`src/rtl/lfsr_8b_gen.sv`:
```
// lfsr_8b_gen: free-running 8-bit maximal-length Fibonacci LFSR pattern source.
//   clk  - rising-edge clock
//   rstn - asynchronous reset, asserted high; loads SEED (00 mapped to 01)
//   out  - current registered LFSR state
module lfsr_8b_gen #(
   parameter logic [7:0] SEED = 8'h01,
   parameter logic [7:0] TAPS = 8'hB8
) (
   input  logic       clk,
   input  logic       rstn,
   output logic [7:0] out
);
   localparam logic [7:0] seed_ok = (SEED == 8'h00) ? 8'h01 : SEED;
   logic [7:0] state;
   logic [7:0] nxt;
   // all-zero state would lock the shifter; reseed it to 01 instead
   always_comb nxt = (state == 8'h00) ? 8'h01 : {state[6:0], ^(state & TAPS)};
   always_ff @(posedge clk or posedge rstn)
      if (rstn) state <= seed_ok;
      else state <= nxt;
   assign out = state;
endmodule

```
`config.mk`:
```
export PLATFORM = sky130hd
export DESIGN_NAME = lfsr_8b_gen
export DESIGN_NICKNAME = d
export VERILOG_FILES = /design/src/rtl/lfsr_8b_gen.sv
export SDC_FILE = /design/constraint.sdc
export NUM_CORES = 1
export LEC_CHECK = 0
export CORE_AREA = 3 3 40 42
export CTS_CLUSTER_SIZE = 40
export DETAILED_ROUTE_END_ITERATION = 6
export DIE_AREA = 0 0 43 45
export GPL_TIMING_DRIVEN = 0
export HOLD_SLACK_MARGIN = 0.08
export SLEW_MARGIN = 40
export SYNTH_ARGS = -nofsm -noshare
export SYNTH_HDL_FRONTEND = slang
export SYNTH_SLANG_ARGS = --single-unit
```
`constraint.sdc`:
```
create_clock -name clk -period 1.6 [get_ports clk]
set_clock_uncertainty 0.1 [all_clocks]
set_input_delay 0.24 -clock clk [delete_from_list [all_inputs] [get_ports clk]]
set_output_delay 0.24 -clock clk [all_outputs]
set_load 0.005 [all_outputs]
```
==> metrics.md <==
| Metric | Value |
|---|---|
| Post-synth EDFFs | 0 |
| WL final | 520 µm |
| Max reg flops | 8 |
| CTS tree | yes |
| H-tree level count | 1 |
| Post-Layout Cell Count | 51 |
| Fin area | 433 µm² |
| Placed Area | approximately 410 µm² |
| CP cell instances | clkdlybuf4s50_1 |
| Clock buffer depth | 2 |
| Leakage power | 0.000200 µW |
| RePlAce Congestion | 0.640 |
| Pwr Total | 375 µW |
| CP Data Required Time | roughly 1.3 ns |
| Outcome | finished clean |
| Clk_lat worst skew | ~0.25 ns |
| Hold buffer count at CTS | 0 |
| ANT cells | 0 |
| Die H | 45 µm |
| Initial DRC count | 0 |
| Largest area contributor in the netlist | dfrtp_1 |
| Minimum clock period | ~1.5 ns |
| Count leader, synth | dfrtp_1 |
| Final Hold Viols | 0 |
| Fin nets | 40 |
| Worst-margin pin slew | 0.500 ns |
| Syn-to-layout area delta | 44.8% |
| Synthesized flop and latch total | 8 |
| Yosys top cell area share | around three fifths |
| CP endpoint kind | output port |
| Largest net degree at the start of global routing | 9 |
| Initial Util | 23.3% |
| CP top delay family | buffers and inverters |
| Post-Syn Nets | 26 |
| Die ar. | 1940 µm² |
| DR WL/cell | 10.2 µm |
| Fin crit share | 94.1% |
| Initial antenna violation count | 0 |
| # setup viols final | 0 |
| GRT Util Overall | roughly 7% |
| Core Rows | 13 |
| Syn avg cell area | 13.0 µm² |
| Synth unique cells | 10 |
| Yosys warns | 0 |
| Critical Path AT | 1.17 ns |
| CP bufs+invs | 1 |
| Buffers on Ports | 9 |
| Vias | 194 |
| Crit Path Class | reg2out |
| Num CTS Buffers | 3 |
| Sequential area share after synthesis | between 60 and 70% |
| CP max stage cell | clkdlybuf4s50_1 |
| DRT antenna net count | 0 |
| Maxcap violations | 0 |
| Critical path's largest stage delay | 0.52 ns |
| Synth area leaders | dfrtp_1, dfstp_2, xor3_1 |
| Main flop type after synthesis | dfrtp_1 |
| Max-Slew Margin vs Limit | 66.4% |
| Reg clk slew, reported paths | 0.06 ns |
| Clk sinks | 8 |
| Placed cells | 47 |
| Setup total negative slack | 0 ns |
| DRC viols | 0 |
| Final Max Tran Viols | 0 |
| Layout cells sized above 1 | 11.1% |
| Gate Count Post-Synth | 23 |
| Vias in the first global route | 215 |
| Crit-path max FO | 4 |
| PwrDens | 867 nW/µm² |
| TritonRoute pass-1 iters | 1 |
| I/O pins | 10 |
| Vias per cell | 3.80 |
| CP startpoint kind | flop |
| Unrepaired setup endpoints after global routing | no |
| Post-synth top cells | dfrtp_1, clkbuf_1, inv_1, a21oi_1 |
| Path type of the worst min-delay path | in2async |
| Die W | 43 µm |
| Root Driver | clkbuf_4 |
| Core area | 1280 µm² |
| Mapped cell area | 299 µm² |
| VDD IR max | 383 µV |
| Fraction of registers with async set or reset after synthesis | 100% |
| First-pass GRT wire length | 876 µm |
| FMAX | 664 MHz |
| Grt ovf | 0 |
power by group:
part,switching (µW),total (µW),internal (µW)
Combinational,3.97,6.24,2.27
Sequential,0,203,203
Clock,70.8,166,95.6
per-layer routing:
layer / track usage (%) / vias up / part of all wire, %
li1: - / 97 / -
met1: 8.46 / 87 / 49
met2: 8.98 / 10 / 41
met3: 2.39 / 0 / 9.4
met4: 7.23 / 0 / 0
met5: 0 / - / 0
layout make-up:
cell class,count,area [µm²]
fillers,143,852
flip-flops and latches,8,201
repair buffers,9,88.8
multi-input cells,7,67.6
clock buffers,4,26.3
plain buffers,5,18.8
well taps,15,18.8
inverters,3,11.3
cell families (layout without fill, tap and decap cells):
| family | count (synthesis) | count (layout) | synth area share, % |
|---|---|---|---|
| AND/OR/NAND/NOR | 2 | 2 | 4.60 |
| adder cells (fa/ha/maj) | 1 | 1 | 4.18 |
| XOR/XNOR | 1 | 1 | 7.95 |
| AO/OA/AOI/OAI | 3 | 3 | 5.86 |
| flip-flops | 8 | 8 | 67.4 |
| buffers and inverters | 8 | 21 | 10.0 |
metrics by stage:
stage	worst slack [ns]	util, %	hold WS (ns)
after CTS	0.0672	33.7	0.132
after detailed placement	0.230	31.7	0.380
after global routing	0.0272	33.7	0.164
after global placement	0.237	31.7	0.372
after floorplan	0.251	-	-0.0451
final	0.0946	33.7	0.128
worst reg2reg max path, delay by kind of cell (launching register included):
| family | cells | cell delay (ns) |
|---|---|---|
| AO/OA/AOI/OAI | 1 | 0.16 |
| XOR/XNOR | 1 | 0.34 |
| adder cells (fa/ha/maj) | 1 | 0.30 |
| buffers and inverters | 1 | 0.06 |
| flip-flops | 1 | 0.34 |
timing repair:
| item | CTS | global route |
|---|---|---|
| buffers inserted | 0 | 0 |
| gates resized for setup | 1 | 0 |
| setup endpoints to repair | 1 | 0 |
final timing paths:
path | from | to | slack (ns) | depth (start not counted)
worst min-delay path | rstn | out[2]$_DFF_PP0_ | 0.13 | 2
max in group asynchronous | rstn | out[0]$_DFF_PP1_ | 0.99 | 2
worst max-delay path | out[3]$_DFF_PP0_ | out[3] | 0.09 | 1
min in group clk | out[6]$_DFF_PP0_ | out[7]$_DFF_PP0_ | 0.38 | 1
worst max register to register | out[4]$_DFF_PP0_ | out[0]$_DFF_PP1_ | 0.24 | 4
worst min register to register | out[6]$_DFF_PP0_ | out[7]$_DFF_PP0_ | 0.38 | 1
cells in the final DEF (no fill, tap or decap), drive strengths merged:
master and count:
a21o 1, a21oi 2, clkbuf 9, clkdlybuf4s50 8, dfrtp 7, dfstp 1
dlygate4sd2 1, ha 1, inv 3, nor3b 1, nor4 1, xor3 1
Note: power is estimated with default switching activity, not from simulation.
